==> src/rtl/mips_mc_control_fsm.sv <==
// mips_mc_control_fsm
// Main control unit for the multi-cycle, non-pipelined MIPS core.
// A Moore FSM steps each instruction through fetch/decode/execute/memory/
// writeback and drives the datapath selects and write enables.
// Every memory access waits on a ready handshake with a timeout. An
// undefined opcode raises illegal_op_o, and a memory timeout raises bus_err_o.
// Optional build macro: BNE_EN adds the BNE opcode (000101) and the
// branch_ne_o output.
module mips_mc_control_fsm #(
  parameter int MIPS_OP_WIDTH = 6,
  parameter int MEM_TIMEOUT   = 15
) (
  input  logic                     clk,
  input  logic                     rst_n,
  input  logic [MIPS_OP_WIDTH-1:0] op_i,
  input  logic                     mem_ready_i,
  output logic                     pc_write_o,
  output logic                     branch_o,
  output logic                     iord_o,
  output logic                     mem_write_o,
  output logic                     ir_write_o,
  output logic                     reg_dst_o,
  output logic                     mem_to_reg_o,
  output logic                     reg_write_o,
  output logic                     alu_src_a_o,
  output logic [1:0]               alu_src_b_o,
  output logic [1:0]               alu_op_o,
  output logic [1:0]               pc_src_o,
  output logic                     illegal_op_o,
  output logic                     bus_err_o,
`ifdef BNE_EN
  output logic                     branch_ne_o,
`endif
  output logic [3:0]               state_o
);

  // Timeout counter sized to hold the value MEM_TIMEOUT itself
  localparam int TO_CNT_WIDTH = $clog2(MEM_TIMEOUT + 1);
  localparam logic [TO_CNT_WIDTH-1:0] TO_LIMIT = TO_CNT_WIDTH'(MEM_TIMEOUT);

  // Opcode field values
  localparam logic [MIPS_OP_WIDTH-1:0] OP_RTYPE = MIPS_OP_WIDTH'(6'b000000);
  localparam logic [MIPS_OP_WIDTH-1:0] OP_LW    = MIPS_OP_WIDTH'(6'b100011);
  localparam logic [MIPS_OP_WIDTH-1:0] OP_SW    = MIPS_OP_WIDTH'(6'b101011);
  localparam logic [MIPS_OP_WIDTH-1:0] OP_BEQ   = MIPS_OP_WIDTH'(6'b000100);
  localparam logic [MIPS_OP_WIDTH-1:0] OP_ADDI  = MIPS_OP_WIDTH'(6'b001000);
  localparam logic [MIPS_OP_WIDTH-1:0] OP_J     = MIPS_OP_WIDTH'(6'b000010);
`ifdef BNE_EN
  localparam logic [MIPS_OP_WIDTH-1:0] OP_BNE   = MIPS_OP_WIDTH'(6'b000101);
`endif

  // The encodings are visible on state_o, so they are fixed explicitly
  typedef enum logic [3:0] {
    S_FETCH  = 4'd0,
    S_DECODE = 4'd1,
    S_MEMADR = 4'd2,
    S_MEMRD  = 4'd3,
    S_MEMWB  = 4'd4,
    S_MEMWR  = 4'd5,
    S_EXEC   = 4'd6,
    S_ALUWB  = 4'd7,
    S_BRANCH = 4'd8,
    S_ADDIEX = 4'd9,
    S_ADDIWB = 4'd10,
    S_JUMP   = 4'd11,
    S_BNE    = 4'd12
  } state_t;

  state_t                  state_reg;
  state_t                  state_next;
  logic [TO_CNT_WIDTH-1:0] to_cnt_reg;
  logic [TO_CNT_WIDTH-1:0] to_cnt_next;
  logic                    timeout;

  // Write enables before reset gating
  logic pc_write_raw;
  logic branch_raw;
  logic mem_write_raw;
  logic ir_write_raw;
  logic reg_write_raw;
`ifdef BNE_EN
  logic branch_ne_raw;
`endif

  // Selects and flags
  logic       iord;
  logic       reg_dst;
  logic       mem_to_reg;
  logic       alu_src_a;
  logic [1:0] alu_src_b;
  logic [1:0] alu_op;
  logic [1:0] pc_src;
  logic       illegal_op;
  logic       bus_err;

  // The wait budget is used up when the counter reaches the limit. In that
  // same cycle, ready still takes priority over the timeout.
  assign timeout = (to_cnt_reg == TO_LIMIT);

  // State and timeout counter registers. Reset is asynchronous, so an
  // instruction in flight is abandoned immediately.
  always_ff @(posedge clk or negedge rst_n) begin
    if (!rst_n) begin
      state_reg  <= S_FETCH;
      to_cnt_reg <= '0;
    end else begin
      state_reg  <= state_next;
      to_cnt_reg <= to_cnt_next;
    end
  end

  // Next-state logic and per-state datapath controls. The counter defaults to
  // zero, so it only keeps counting while the FSM stays in a wait state.
  always_comb begin
    state_next    = state_reg;
    to_cnt_next   = '0;
    pc_write_raw  = 1'b0;
    branch_raw    = 1'b0;
    mem_write_raw = 1'b0;
    ir_write_raw  = 1'b0;
    reg_write_raw = 1'b0;
`ifdef BNE_EN
    branch_ne_raw = 1'b0;
`endif
    iord          = 1'b0;
    reg_dst       = 1'b0;
    mem_to_reg    = 1'b0;
    alu_src_a     = 1'b0;
    alu_src_b     = 2'b00;
    alu_op        = 2'b00;
    pc_src        = 2'b00;
    illegal_op    = 1'b0;
    bus_err       = 1'b0;

    case (state_reg)
      S_FETCH: begin
        // PC + 4 is computed while the instruction is read
        alu_src_b = 2'b01;
        if (mem_ready_i) begin
          ir_write_raw = 1'b1;
          pc_write_raw = 1'b1;
          state_next   = S_DECODE;
        end else if (timeout) begin
          bus_err    = 1'b1;
          state_next = S_FETCH;
        end else begin
          to_cnt_next = to_cnt_reg + 1'b1;
        end
      end

      S_DECODE: begin
        // Branch target is computed speculatively during decode
        alu_src_b = 2'b11;
        case (op_i)
          OP_LW, OP_SW: state_next = S_MEMADR;
          OP_RTYPE:     state_next = S_EXEC;
          OP_BEQ:       state_next = S_BRANCH;
          OP_ADDI:      state_next = S_ADDIEX;
          OP_J:         state_next = S_JUMP;
`ifdef BNE_EN
          OP_BNE:       state_next = S_BNE;
`endif
          default: begin
            illegal_op = 1'b1;
            state_next = S_FETCH;
          end
        endcase
      end

      S_MEMADR: begin
        alu_src_a = 1'b1;
        alu_src_b = 2'b10;
        if (op_i == OP_LW) begin
          state_next = S_MEMRD;
        end else if (op_i == OP_SW) begin
          state_next = S_MEMWR;
        end else begin
          state_next = S_FETCH;
        end
      end

      S_MEMRD: begin
        iord = 1'b1;
        if (mem_ready_i) begin
          state_next = S_MEMWB;
        end else if (timeout) begin
          bus_err    = 1'b1;
          state_next = S_FETCH;
        end else begin
          to_cnt_next = to_cnt_reg + 1'b1;
        end
      end

      S_MEMWB: begin
        mem_to_reg    = 1'b1;
        reg_write_raw = 1'b1;
        state_next    = S_FETCH;
      end

      S_MEMWR: begin
        // The strobe is held until memory accepts the write, but it is
        // dropped in the cycle that gives up on the access
        iord = 1'b1;
        if (mem_ready_i) begin
          mem_write_raw = 1'b1;
          state_next    = S_FETCH;
        end else if (timeout) begin
          bus_err    = 1'b1;
          state_next = S_FETCH;
        end else begin
          mem_write_raw = 1'b1;
          to_cnt_next   = to_cnt_reg + 1'b1;
        end
      end

      S_EXEC: begin
        alu_src_a  = 1'b1;
        alu_src_b  = 2'b00;
        alu_op     = 2'b10;
        state_next = S_ALUWB;
      end

      S_ALUWB: begin
        reg_dst       = 1'b1;
        reg_write_raw = 1'b1;
        state_next    = S_FETCH;
      end

      S_BRANCH: begin
        alu_src_a  = 1'b1;
        alu_op     = 2'b01;
        pc_src     = 2'b01;
        branch_raw = 1'b1;
        state_next = S_FETCH;
      end

      S_ADDIEX: begin
        alu_src_a  = 1'b1;
        alu_src_b  = 2'b10;
        state_next = S_ADDIWB;
      end

      S_ADDIWB: begin
        reg_write_raw = 1'b1;
        state_next    = S_FETCH;
      end

      S_JUMP: begin
        pc_src       = 2'b10;
        pc_write_raw = 1'b1;
        state_next   = S_FETCH;
      end

`ifdef BNE_EN
      S_BNE: begin
        alu_src_a     = 1'b1;
        alu_op        = 2'b01;
        pc_src        = 2'b01;
        branch_ne_raw = 1'b1;
        state_next    = S_FETCH;
      end
`endif

      default: begin
        state_next = S_FETCH;
      end
    endcase
  end

  // Write enables are gated with rst_n, so nothing is written while reset is
  // low. This includes the cycle in which reset falls.
  assign pc_write_o   = pc_write_raw  & rst_n;
  assign branch_o     = branch_raw    & rst_n;
  assign mem_write_o  = mem_write_raw & rst_n;
  assign ir_write_o   = ir_write_raw  & rst_n;
  assign reg_write_o  = reg_write_raw & rst_n;
`ifdef BNE_EN
  assign branch_ne_o  = branch_ne_raw & rst_n;
`endif

  assign iord_o       = iord;
  assign reg_dst_o    = reg_dst;
  assign mem_to_reg_o = mem_to_reg;
  assign alu_src_a_o  = alu_src_a;
  assign alu_src_b_o  = alu_src_b;
  assign alu_op_o     = alu_op;
  assign pc_src_o     = pc_src;
  assign illegal_op_o = illegal_op;
  assign bus_err_o    = bus_err;
  assign state_o      = state_reg;

endmodule

==> config.mk <==
export PLATFORM = sky130hd
export DESIGN_NAME = mips_mc_control_fsm
export DESIGN_NICKNAME = d
export VERILOG_FILES = /design/src/rtl/mips_mc_control_fsm.sv
export SDC_FILE = /design/constraint.sdc
export NUM_CORES = 1
export LEC_CHECK = 0
export BUFFER_PORTS_ARGS = -buffer_cell sky130_fd_sc_hd__buf_4
export CORE_MARGIN = 10
export CORE_UTILIZATION = 46
export CTS_CLUSTER_DIAMETER = 120
export CTS_CLUSTER_SIZE = 25
export DETAILED_ROUTE_END_ITERATION = 16
export PLACE_DENSITY = 0.86
export SLEW_MARGIN = 20
export SYNTH_ARGS = -nofsm -noshare
export SYNTH_HDL_FRONTEND = slang
export SYNTH_SLANG_ARGS = --single-unit
==> constraint.sdc <==
create_clock -name clk -period 2 [get_ports clk]
set_input_delay 0.4 -clock clk [delete_from_list [all_inputs] [get_ports clk]]
set_output_delay 0.4 -clock clk [all_outputs]
set_load 0.005 [all_outputs]
======== After elaboration in Yosys (flattened, before gate mapping) ========
Index checks and enable logic that the tools add are counted.
storage, ports and cells
  output and inout bits ................... 21
  bits of input ports ..................... 9
  flip-flop bits (word level) ............. 8
  logic and storage cells ................. 65
operators by class
  equal/unequal tests ..................... 17
  bitwise gates (word level) .............. 5
  multiplexer cells ....................... 31
  add/sub/neg operators ................... 1
  reductions and logical operators ........ 9
operators with widths
  operator                                              number
  two-way mux 4 bit                                     7
  one-hot mux 4 bit (7 select lines)                    1
  equality test 4 bit (second input constant)           5
  one-hot mux 4 bit (5 select lines)                    1
  equality test 4 x 3 -> 1 bit (second input constant)  4
  two-way mux 1 bit                                     16
  equality test 6 bit (second input constant)           2
  equality test 4 x 2 -> 1 bit (second input constant)  2
  one-hot mux 2 bit (2 select lines)                    2
  equality test 6 x 2 -> 1 bit (second input constant)  1
  equality test 6 x 3 -> 1 bit (second input constant)  1
  equality test 6 x 4 -> 1 bit (second input constant)  1
  zero test 6 bit                                       1
  two-way mux 3 bit                                     2
  one-hot mux 2 bit (3 select lines)                    1
  OR reduction 2 bit                                    3
  OR reduction 3 bit                                    2
  OR reduction 6 bit                                    1
  AND 1 bit                                             5
  adder 4 x 1 -> 4 bit (second input constant)          1
  equality test 4 x 1 -> 1 bit (second input constant)  1
  zero test 4 bit                                       1
  OR reduction 4 bit                                    1
  one-hot mux 1 bit (2 select lines)                    1

======== Longest topological paths before layout ========
  word-level depth ........................ 5
  mapped depth ............................ 5

======== Worst setup path after synthesis ========
Ideal clock, no wire load.
  path kind ............................... register -> output
  from .................................... reg state_reg[1], in the netlist state_o[1]
  to ...................................... out bus_err_o
  data arrival time ....................... 1.324 ns
  slack ................................... 0.276 ns
  required time ........................... 1.600 ns
  stages on the path, launching flop included .. 5
  buffers on the path ..................... 1
  cells stage by stage .................... dfrtp_1 buf_6 or3_1 a211o_1 nor2_1
between the ends
  longest elaborated chain between the ends .. 3
  elaborated cells on any way between the ends .. 5
RTL lines
  what                                                        line  RTL
  start: declaration                                          69    state_t state_reg;
  start signal: assignment                                    107   state_reg <= state_next;
  equality test 4 x 3 -> 1 bit, or another cell as far along  135   case (state_reg)
  OR reduction 3 bit (no source line) (*)                     --
  two-way mux 1 bit (*)                                       --
  end: declaration                                            30    output logic bus_err_o,
Every way passes the cells marked *; elsewhere a longest branch is shown, timed or not.

======== Final worst setup path ========
Same ends and word-level chain as after synthesis.

==> flow_metrics.tcl <==
set metrics [dict create \
    status "finished, violations left" \
    violations "negative setup slack" \
    antenna_found_initial 0 \
    ys_types 35 \
    final_core_util 0.703 \
    antennaDiodeCount 0 \
    setup_tns_ps -12.8 \
    muxShareOfSynthArea 0.0160 \
    clock_skew_ps 3.02 \
    die_area_um2 3500 \
    worst_setup_path_end_kind "output pin" \
    yosys.area.top_type "dfrtp_1" \
    syn_area_um2 706 \
    worstReg2RegEnd "state_o[0]" \
    nNetsFinal 140 \
    clk_latency_ps 250 \
    fin_area_um2 1030 \
    clkTransAtPathRegs_ps 50 \
    gp_congestion 0.807 \
    vdd_drop_max_mv 0.616 \
    drcViolationCount 0 \
    cts_tree "yes" \
    crit_path_max_fanout 7 \
    synthAdderAreaFrac 0.0319 \
    numCtsBuffers 3 \
    p_leak_nw 0.495 \
    gr-total-overflow 0 \
    slowest_delay_ps 440 \
    wl_um 2390 \
    finalMaxSlewViolations 0 \
    yosys-top-cells-area "dfrtp_1, nor2_1, nor3_1, nand2b_1, nand3_1" \
    rr_startpoint "state_o[3]" \
    synth_compound_area_frac 0.206 \
    area_growth_syn_to_layout_pct 46.6 \
    final_cell_mix "buf_4, nor2_1, nor3_1, nand3_1, dfrtp_1" \
    max_freq_ghz 0.497 \
    power.density_nw_per_um2 1020 \
    r2r_setup_slack_ps 430 \
    drt_iter0_drc 18 \
    row_count 14 \
    cp_top_family "flip-flops" \
    ys_seq_area_frac 0.284 \
    grt_max_degree 10 \
    first_global_vias 827 \
    initial_core_util 0.480 \
    hpwl_um 1770 \
    relSlewSlack 0.751 \
    layout_setup_ws_ps -12.8 \
    preCtsSetupSlack_ps 165 \
    final_common_cell "buf_4" \
    min_from "op_i[3]" \
    finalCritPeriodShare 1.01 \
    start_kind "register" \
    yosys.area_share.xor_xnor 0.0372 \
    clock_sinks 8 \
    syn-num-nets 102 \
    grt_pass1_wl_um 3770 \
    yosysWarnings 0 \
    postSynthAreaPerCell_um2 7.67 \
    port_buffers 29 \
    place_area_um2 962 \
    ys_ff_latch 8 \
    synth_simple_gate_area_share 0.372 \
    die_w_um 59.2 \
    ff2ff_path_depth 4 \
    holdPathEnd "state_o[1]" \
    cp_slowest_cell "dfrtp_2" \
    cp.required_ps 1600 \
    hold_viol 0 \
    pin_count 30 \
    ant_nets 0 \
    cap_violations 0 \
    critPathKind "reg -> out" \
    chipHeight_um 59.2 \
    p_total_w 0.00105 \
    synth_top_area_frac 0.284 \
    clk_path_buf_depth 2 \
    hold_depth 2 \
    dr.pass1.iters 4 \
    cts-root-buf "clkbuf_4" \
    rsz0062_at_grt "yes" \
    track_usage 0.134 \
    fp.coreArea_um2 1470 \
    path_cells "xor2_1 > nand2_1 > a211o_1 > nor2_1 > buf_4" \
    arrival_ps 1610 \
    netlist_instances 92 \
    vias 840 \
    finalSetupViolCount 1 \
    h-tree-depth 1 \
    hp-class "in -> reg" \
    vias_per_cell 5.83 \
    num-fill-cells 137 \
    drive_above_1_share 0.406 \
    wl_per_cell_um 16.6 \
    worstMarginPinSlew_ps 373 \
    synth_top_family_by_area "simple AND/OR/NAND/NOR gates" \
    path_buf_inv 1 \
    fin_crit_ps 2010 \
]
cell type report:
cell class                      instances  area [um^2]  area share
Inverter                                1         3.75     0.00363
Multi-Input combinational cell         77          490       0.474
Sequential cell                         8          203       0.196
Tap cell                               16         20.0      0.0193
Timing Repair Buffer                   39          295       0.285
Clock buffer                            3         22.5      0.0218
cells by family after synthesis:
family,after synthesis
and+or+nand+nor,52
AOI/OAI and AO/OA,19
DFF,8
buffers and inverters,7
xor gates and xnor gates,3
adders and majority gates,2
muxes,1
per-stage QoR:
stage / hold WS (ps) / std cells
floorplan: 104 / 92
global placement: 241 / 138
detailed placement: 243 / 138
CTS: 448 / 144
global route: 461 / 144
finish: 463 / 144
synthesized netlist by cell type (all sizes together):
library cell and number:
and2 2, ha 1, nand3 6, a211o 1
nand2b 5, o221ai 1, nor4b 1, o31ai 2
maj3 1, nor2 16, xnor2 1, nor2b 3
mux2 1, a31oi 2, o21ba 1, o21a 1
a21oi 2, dfrtp 8, nand3b 1, nand4 1
a311o 1, xor2 2, o21ai 3, a221oi 1
or3 2, clkbuf 4, a2bb2oi 1, nor3 10
or4b 1, a311oi 1, inv 1, nand2 4
buf 2, a21o 2
routing by layer:
metal / wire length (um) / track usage / part of all wire
met4: 66 / 0.0885 / 0.028
met5: 0 / 0 / 0
met3: 251 / 0.0601 / 0.11
met2: 1130 / 0.201 / 0.47
met1: 937 / 0.148 / 0.39
report_power, final:
part | switching [W] | leakage [nW] | internal, W
registers | 0.0000569 | 0.105 | 0.000206
clock network | 0.0000517 | 0.0138 | 0.0000684
logic | 0.000326 | 0.376 | 0.000342
total | 0.000434 | 0.495 | 0.000616
worst max-delay path by stage:
stage / startpoint / end / cells after the start
5_1_grt: state_o[1] / bus_err_o / 5
4_1_cts: state_o[0] / bus_err_o / 4
2_1_floorplan: state_o[1] / bus_err_o / 4
6_report: state_o[1] / bus_err_o / 5
3_5_place_dp: state_o[2] / illegal_op_o / 3
3_3_place_gp: state_o[2] / bus_err_o / 4
what timing repair did:
item,4_1_cts,5_1_grt
setup endpoints to repair,3,7
hold buffers,1,0
hold endpoints to repair,8,0
pin swaps,1,0
setup buffers,2,0
cloned,0,0
resized for setup,3,5
Note: power is estimated with default switching activity, not from simulation.
